[src/rtl/pdiv32_pkg.sv]
// pdiv32_pkg: shared constants for the 32-bit iterative divider.
//   WIDTH  - operand/result width
//   ITER   - restoring steps per division
//   CNT_W  - iteration counter width (holds 0..ITER)
//   ST_*   - FSM state encodings
package pdiv32_pkg;

  localparam int unsigned WIDTH = 32;
  localparam int unsigned ITER  = 32;
  localparam int unsigned CNT_W = $clog2(ITER + 1);

  typedef logic [1:0] state_t;

  localparam logic [1:0] ST_IDLE    = 2'd0;
  localparam logic [1:0] ST_RUNNING = 2'd1;
  localparam logic [1:0] ST_FIXUP   = 2'd2;
  localparam logic [1:0] ST_DONE    = 2'd3;

endpackage : pdiv32_pkg

[src/rtl/pdiv_step.sv]
// pdiv_step: one combinational restoring-division step.
//   rem_i/quo_i  - current partial remainder (33 bits) and quotient shift register
//   dvs_i        - divisor magnitude
//   rem_o/quo_o  - remainder and quotient after shift, trial subtract and bit select
module pdiv_step
  import pdiv32_pkg::*;
(
  input  logic [WIDTH:0]   rem_i,
  input  logic [WIDTH-1:0] quo_i,
  input  logic [WIDTH-1:0] dvs_i,
  output logic [WIDTH:0]   rem_o,
  output logic [WIDTH-1:0] quo_o
);

  logic [WIDTH+1:0] shifted_c;
  logic [WIDTH+1:0] diff_c;
  logic             fits_c;

  // One guard bit above the 33-bit remainder keeps the borrow visible even
  // for full-range unsigned divisors.
  always_comb begin
    shifted_c = {rem_i, quo_i[WIDTH-1]};
    diff_c    = shifted_c - {2'b00, dvs_i};
    fits_c    = ~diff_c[WIDTH+1];
    rem_o     = fits_c ? diff_c[WIDTH:0] : shifted_c[WIDTH:0];
    quo_o     = {quo_i[WIDTH-2:0], fits_c};
  end

endmodule : pdiv_step

[src/rtl/pdiv32.sv]
// pdiv32: 32-bit restoring divider, fixed 34-clock latency, signed by default.
//   clk, rst_n      - clock, asynchronous active-low reset
//   start           - one-cycle launch pulse (ignored while busy)
//   dividend/divisor- operands, sampled on the start edge
//   op              - 1 signed / 0 unsigned; honoured only with PDIV32_SIGNED_OP_EN
//   q, r            - registered quotient / remainder, held in DONE
//   done, busy, dbz - status flags (dbz marks divide-by-zero results)
// Build option: define PDIV32_SIGNED_OP_EN to enable unsigned mode via op.
module pdiv32
  import pdiv32_pkg::*;
(
  input  logic             clk,
  input  logic             rst_n,
  input  logic             start,
  input  logic [WIDTH-1:0] dividend,
  input  logic [WIDTH-1:0] divisor,
  input  logic             op,
  output logic [WIDTH-1:0] q,
  output logic [WIDTH-1:0] r,
  output logic             done,
  output logic             busy,
  output logic             dbz
);

  state_t           state_q, state_d;
  logic [CNT_W-1:0] cnt_q, cnt_d;
  logic [WIDTH:0]   rem_q, rem_d;
  logic [WIDTH-1:0] quo_q, quo_d;
  logic [WIDTH-1:0] dvs_q, dvs_d;
  logic [WIDTH-1:0] dvd_q, dvd_d;
  logic             negq_q, negq_d;
  logic             negr_q, negr_d;
  logic             zero_q, zero_d;
  logic [WIDTH-1:0] q_q, q_d;
  logic [WIDTH-1:0] r_q, r_d;
  logic             done_q, done_d;
  logic             busy_q, busy_d;
  logic             dbz_q, dbz_d;

  logic             signed_c;
  logic             a_neg_c, b_neg_c;
  logic [WIDTH:0]   step_rem_c;
  logic [WIDTH-1:0] step_quo_c;

  // Mode select: op only matters when unsigned mode is compiled in.
`ifdef PDIV32_SIGNED_OP_EN
  assign signed_c = op;
`else
  assign signed_c = op | 1'b1;
`endif

  assign a_neg_c = signed_c & dividend[WIDTH-1];
  assign b_neg_c = signed_c & divisor[WIDTH-1];

  pdiv_step u_step (
    .rem_i (rem_q),
    .quo_i (quo_q),
    .dvs_i (dvs_q),
    .rem_o (step_rem_c),
    .quo_o (step_quo_c)
  );

  // Next-state and datapath update.
  always_comb begin
    state_d = state_q;
    cnt_d   = cnt_q;
    rem_d   = rem_q;
    quo_d   = quo_q;
    dvs_d   = dvs_q;
    dvd_d   = dvd_q;
    negq_d  = negq_q;
    negr_d  = negr_q;
    zero_d  = zero_q;
    q_d     = q_q;
    r_d     = r_q;
    dbz_d   = dbz_q;

    unique case (state_q)
      ST_IDLE, ST_DONE: begin
        if (start) begin
          state_d = ST_RUNNING;
          cnt_d   = '0;
          rem_d   = '0;
          quo_d   = a_neg_c ? (~dividend + 32'd1) : dividend;
          dvs_d   = b_neg_c ? (~divisor + 32'd1) : divisor;
          dvd_d   = dividend;
          negq_d  = a_neg_c ^ b_neg_c;
          negr_d  = a_neg_c;
          zero_d  = (divisor == '0);
          q_d     = '0;
          r_d     = '0;
          dbz_d   = 1'b0;
        end
      end
      ST_RUNNING: begin
        if (cnt_q == CNT_W'(ITER)) begin
          state_d = ST_FIXUP;
        end else begin
          rem_d = step_rem_c;
          quo_d = step_quo_c;
          cnt_d = cnt_q + CNT_W'(1);
        end
      end
      ST_FIXUP: begin
        state_d = ST_DONE;
        // Divide-by-zero overrides the sign correction entirely.
        if (zero_q) begin
          q_d   = '1;
          r_d   = dvd_q;
          dbz_d = 1'b1;
        end else begin
          q_d = negq_q ? (~quo_q + 32'd1) : quo_q;
          r_d = negr_q ? (~rem_q[WIDTH-1:0] + 32'd1) : rem_q[WIDTH-1:0];
        end
      end
      default: state_d = ST_IDLE;
    endcase

    done_d = (state_d == ST_DONE);
    busy_d = (state_d == ST_RUNNING) || (state_d == ST_FIXUP);
  end

  // State and output registers.
  always_ff @(posedge clk or negedge rst_n) begin
    if (!rst_n) begin
      state_q <= ST_IDLE;
      cnt_q   <= '0;
      rem_q   <= '0;
      quo_q   <= '0;
      dvs_q   <= '0;
      dvd_q   <= '0;
      negq_q  <= 1'b0;
      negr_q  <= 1'b0;
      zero_q  <= 1'b0;
      q_q     <= '0;
      r_q     <= '0;
      done_q  <= 1'b0;
      busy_q  <= 1'b0;
      dbz_q   <= 1'b0;
    end else begin
      state_q <= state_d;
      cnt_q   <= cnt_d;
      rem_q   <= rem_d;
      quo_q   <= quo_d;
      dvs_q   <= dvs_d;
      dvd_q   <= dvd_d;
      negq_q  <= negq_d;
      negr_q  <= negr_d;
      zero_q  <= zero_d;
      q_q     <= q_d;
      r_q     <= r_d;
      done_q  <= done_d;
      busy_q  <= busy_d;
      dbz_q   <= dbz_d;
    end
  end

  assign q    = q_q;
  assign r    = r_q;
  assign done = done_q;
  assign busy = busy_q;
  assign dbz  = dbz_q;

endmodule : pdiv32
[config.mk]
export PLATFORM = sky130hd
export DESIGN_NAME = pdiv32
export DESIGN_NICKNAME = d
export VERILOG_FILES = /design/src/rtl/pdiv32_pkg.sv /design/src/rtl/pdiv_step.sv /design/src/rtl/pdiv32.sv
export SDC_FILE = /design/constraint.sdc
export NUM_CORES = 1
export LEC_CHECK = 0
export CORE_UTILIZATION = 50
export DETAILED_ROUTE_END_ITERATION = 16
export PLACE_DENSITY = 0.71
export SLEW_MARGIN = 10
export SYNTH_ARGS = -nofsm -noshare
export SYNTH_HDL_FRONTEND = slang
export SYNTH_HIERARCHICAL = 1
export SYNTH_SLANG_ARGS = --single-unit
[constraint.sdc]
create_clock -name clk -period 3.8 [get_ports clk]
set_input_delay 0.76 -clock clk [delete_from_list [all_inputs] [get_ports clk]]
set_output_delay 0.76 -clock clk [all_outputs]
set_load 0.01 [all_outputs]
After elaboration in Yosys (flattened, before gate mapping)
Index checks and enable logic that the tools add are counted.
Operators by class
  $add $sub $neg: 6
  eq/ne operators: 10
  multiplexer cells: 25
  bitwise logic cells: 6
  reductions and logical operators: 10
Operators with widths (count)
  32-bit two-way mux: 9
  32-bit case mux with 2 select lines: 3
  32-bit by 1-bit adder with 32-bit output, second input constant: 4
  32-bit inverter: 4
  33-bit two-way mux: 3
  33-bit case mux with 2 select lines: 1
  34-bit by 32-bit subtractor with 34-bit output: 1
  32-bit zero test: 1
  6-bit two-way mux: 2
  6-bit case mux with 2 select lines: 1
  2-bit equality test, second input constant: 4
  6-bit by 1-bit adder with 6-bit output, second input constant: 1
  6-bit equality test, second input constant: 1
  2-bit inequality test, second input constant: 3
  2-bit case mux with 3 select lines: 1
  3-bit AND reduction: 2
  2-bit by 1-bit equality test with 1-bit output, second input constant: 2
  2-bit two-way mux: 2
  2-bit AND reduction: 2
  2-bit nonzero test: 2
  2-bit zero test: 1
  1-bit two-way mux: 2
  1-bit case mux with 2 select lines: 1
  2-bit OR reduction: 1
  3 further kinds: 3
Storage, ports and cells
  bits in registers: 207
  input port bits: 68
  output and inout port bits: 67
  logic and storage cells: 71

Depth between registers and ports, before layout
  depth after elaboration: 5
  depth in mapped cells: 15
  depth with buffers taken out: 13

Cells and area by module
The synthesis kept the hierarchy.
Modules (own cells, without submodules)
  pdiv32: times used 1, cells an instance 1206, area an instance 11417.2 µm², sequential area each 5154.9 µm²
  pdiv_step: times used 1, cells an instance 338, area an instance 2453.6 µm², sequential area each 0.0 µm²

Least setup slack after synthesis
Ideal clock, no wire load.
  kind: reg-to-reg
  start point: register rem_q[6]
  end point: register rem_q[27]
  setup time: 0.121 ns
  arrival: 2.999 ns
  slack: 0.680 ns
  cell stages (with the launch flop): 13
  path buffers: 2
  path through: dfrtp_1 ha_1 clkbuf_1 nand2_1 or3b_1 a211oi_2 o31ai_1 and3_4 o31ai_4 xor2_1 buf_4 mux2_2 a22o_1
On the way
  cells in the longest elaborated chain, start to end: 4
Ends and longest elaborated chain
  from (decl): line pdiv32.sv:27  | logic [WIDTH:0] rem_q, rem_d;
  from (signal assigned): line pdiv32.sv:143  | rem_q <= rem_d;
  34-bit by 32-bit subtractor with 34-bit output: line pdiv_step.sv:23  | diff_c = shifted_c - {2'b00, dvs_i};
  33-bit two-way mux: line pdiv_step.sv:25  | rem_o = fits_c ? diff_c[WIDTH:0] : shifted_c[WIDTH:0];
  net step_rem_c[27]: line pdiv32.sv:42  | logic [WIDTH:0] step_rem_c;
  33-bit two-way mux: line pdiv32.sv:96  | if (cnt_q == CNT_W'(ITER)) begin
  33-bit case mux with 2 select lines: line pdiv32.sv:78  | unique case (state_q)
The timed path passes the listed nets, and every way through them passes these cells. The select of a mux whose other input is x is not followed.
A chain may end at the register's enable or synchronous reset.

Worst setup path after layout
  start point: register rem_q[12]
  end point: register rem_q[2]
Same word-level chain as after synthesis.

==> metrics.md <==
| Metric | Value |
|---|---|
| Outcome | `finished clean` |
| Max rail drop VDD | `438.9 µV` |
| Leak | `6.857 nW` |
| Root buf cell | `clkbuf_16` |
| Area contributors post-synth | `dfrtp_1, o21ai_0, xor2_1` |
| Syn avg cell area | `8.984 µm²` |
| Critical path capture point type | `register` |
| DIE WIDTH | `roughly 170 µm` |
| Number of synthesized register bits | `206` |
| Synth Net Count | `1,654` |
| Fillers | `2,344` |
| Finished Layout Cells | `2,003` |
| Drt first pass iters | `6` |
| Via/cell ratio | `between 5 and 6` |
| Period minus WS final | `3.611 ns` |
| GR Util All Layers | `25.50%` |
| CORE AREA | `27,100 µm²` |
| Final Hold Vio Count | `0` |
| Worst-path cell chain | `ha_1, nand4_1, or3b_1, a211oi_2, o31ai_1, and3_4, o31ai_4, xor2_4, buf_12, mux2_1, a22o_1` |
| First-pass GRT wire length | `around 60,000 µm` |
| Area of the multi-input gates | `a little under 8000 µm²` |
| Initial antenna violation count | `0` |
| HPWL after DPL | `26,160 µm` |
| Yosys warning total | `6` |
| Cts hold-fix bufs | `0` |
| Post-Synthesis Cell Area | `13,870 µm²` |
| Clock Tree Buf Depth | `3` |
| H-tree levels | `1` |
| Post-CTS setup repair buffer count | `0` |
| Synth cell types | `77` |
| CTS tree | `yes` |
| DRT Wirelength | `35,930 µm` |
| Slew @ Worst Pin | `1.163 ns` |
| Initial core utilization | `51.18%` |
| GP Congestion | `0.8943` |
| Setup violations, final | `0` |
| Clk Latency, worst-skew pair | `~0.52 ns` |
| Slowest cell on the critical path | `dfrtp_1` |
| Hold WS | `0.2919 ns` |
| Top post-synthesis cells by count | `dfrtp_1, o21ai_0, nand2_1, clkbuf_1, xor2_1` |
| Number of nets in the layout | `1,727` |
| Total gr overflow | `0` |
| Die area | `28,410 µm²` |
| Synth Flop Type | `dfrtp_1` |
| Final antenna-violating net count | `0` |
| Setup TNS | `0 ns` |
| Share of the synthesized area in the top cell type | `a little under two fifths` |
| P per Cell Area | `958.6 nW/µm²` |
| Max-cap viol count | `0` |
| Worst EP arrival | `between 4 and 5 ns` |
| # IOs | `approximately 140` |
| DRC errors left | `0` |
| Clk sink count | `206` |
| Crit path max fanout | `39` |
| Pin count of the biggest net entering global routing | `107` |
| Vias in the first global route | `~11,000` |
| Avg WL per Cell | `17.94 µm` |
| DRT iter0 DRCs | `791` |
| Worst EP required | `4.20 ns` |
| Via count | `11,940` |
| Mapped Cells | `1,544` |
| RSZ-0062 raised after global routing | `no` |
| CP startpoint kind | `register` |
| Final period util | `95.02%` |
| Worst r2r path cells | `11` |
| Number of cells after detailed placement | `1,963` |
| EDFF count, synth | `0` |
| Reg clk slew, reported paths | `approximately 0.060 ns` |
| Die height | `168.6 µm` |
| N_diodes | `0` |
| # rows | `60` |
| CTS resizes | `0` |
| Crit path kind | `reg2reg` |
| Max-slew violation count | `0` |
| Fmax | `277.0 MHz` |
| Share of cells above drive strength 1 | `8.645%` |
| Synth async-reset ratio | `100.0%` |
| Worst slew margin | `between 20 and 25%` |
| Max stage delay on crit path | `0.46 ns` |
| Hold WC Path Type | `in2async` |
| Num CTS Buffers | `24` |
| Port buffer count | `133` |
| Seq/Total Area, Yosys | `37.16%` |
| R2R Setup Slk | `0.19 ns` |
| Top-count cell post-synth | `dfrtp_1` |
| Register area | `roughly 5200 µm²` |
| Area grow syn2layout | `17.17%` |
| Final Skew | `0.01359 ns` |
| Cell taking the most area after synthesis | `dfrtp_1` |
-- where the power goes --
group | switching (mW) | leakage (nW) | internal, mW
sequential | 1.17 | 2.64 | 3.21
clock | 0.904 | 0.395 | 1.42
combinational | 4.66 | 3.82 | 4.22
-- registers in the layout, indices dropped and copies added (netlist names) --
| signal | cells |
|---|---|
| busy | 1 |
| negq_q | 1 |
| dvd_q | 32 |
| zero_q | 1 |
| quo_q | 32 |
| dbz | 1 |
| r | 32 |
| dvs_q | 32 |
| done | 1 |
| rem_q | 33 |
| cnt_q | 6 |
| q | 32 |
| state_q | 2 |
-- critical path, delay by kind of cell, from the launching register on --
kind                       cells  cell delay [ns]
DFF                            1             0.46
and+or+nand+nor                3             0.82
AOI/OAI and AO/OA              4             0.97
buffers and inverters          1             0.24
muxes                          1             0.36
adders and majority gates      1             0.43
xor gates and xnor gates       1             0.19
-- per-layer routing --
layer / track usage [%] / vias up / wire length [µm]
met4: 7.431 / 0 / 944
met5: 0 / - / 0
li1: - / 5811 / -
met1: 33.26 / 5706 / 15710
met2: 44.83 / 361 / 17690
met3: 2.572 / 66 / 1580
-- layout make-up --
type                       instances  area share (%)
clock buffer                      33           4.342
clock inverter                     7          0.5235
inverter                          60           1.386
multi-input combinational       1150           48.78
sequential                       206           31.72
tap                              372           2.864
timing repair buffer             175           10.38
-- cell usage in the layout (no fill, tap or decap), types with 12 or more instances in the layout --
cell and n:
nor3_1 32, a31oi_1 12, o31ai_1 30, o41ai_1 23, nor2b_1 29, ha_1 41
a21o_1 26, xor2_1 72, mux2_1 20, a21oi_1 70, clkbuf_16 25, dfrtp_1 206
a22oi_1 23, nor4_1 25, nor2_1 59, a311oi_1 13, a211oi_1 12, mux2_2 36
or3_1 26, o21ai_0 154, clkdlybuf4s50_1 132, nand3_1 37, buf_4 39, nand2_1 138
nand4_1 15, xnor2_1 46, a22o_1 39, mux2i_1 30, inv_1 59
-- path summary, 6_finish.rpt --
check	startpoint	endpoint
hold / removal	rst_n	dbz$_DFFE_PN0P_
min in group clk	dvs_q[2]$_DFFE_PN0P_	dvs_q[2]$_DFFE_PN0P_
setup / recovery	rem_q[12]$_DFFE_PN0P_	rem_q[2]$_DFFE_PN0P_
hold reg to reg	dvs_q[2]$_DFFE_PN0P_	dvs_q[2]$_DFFE_PN0P_
setup reg to reg	rem_q[12]$_DFFE_PN0P_	rem_q[2]$_DFFE_PN0P_
max in group asynchronous	rst_n	dvs_q[17]$_DFFE_PN0P_
-- cells by family after synthesis --
group,count (synthesis),share of synthesized area [%]
buffers and inverters,188,6.089
and+or+nand+nor,429,15.89
adders and majority gates,42,3.843
xor gates and xnor gates,119,7.514
AOI/OAI and AO/OA,473,22.71
muxes,87,6.783
DFF,206,37.16
-- through the flow --
stage	util (%)	instance area (µm²)	total power [mW]	worst slack, ns
4_1_cts	59.97	16250	15.58	0.2199
3_3_place_gp	57.05	15460	12.96	0.3443
3_5_place_dp	57.05	15460	13.18	0.2304
5_1_grt	59.97	16250	16.83	0.04601
6_report	59.97	16250	15.58	0.1894
2_1_floorplan	-	13870	10.88	0.6801
Note: power is estimated with default switching activity, not from simulation.
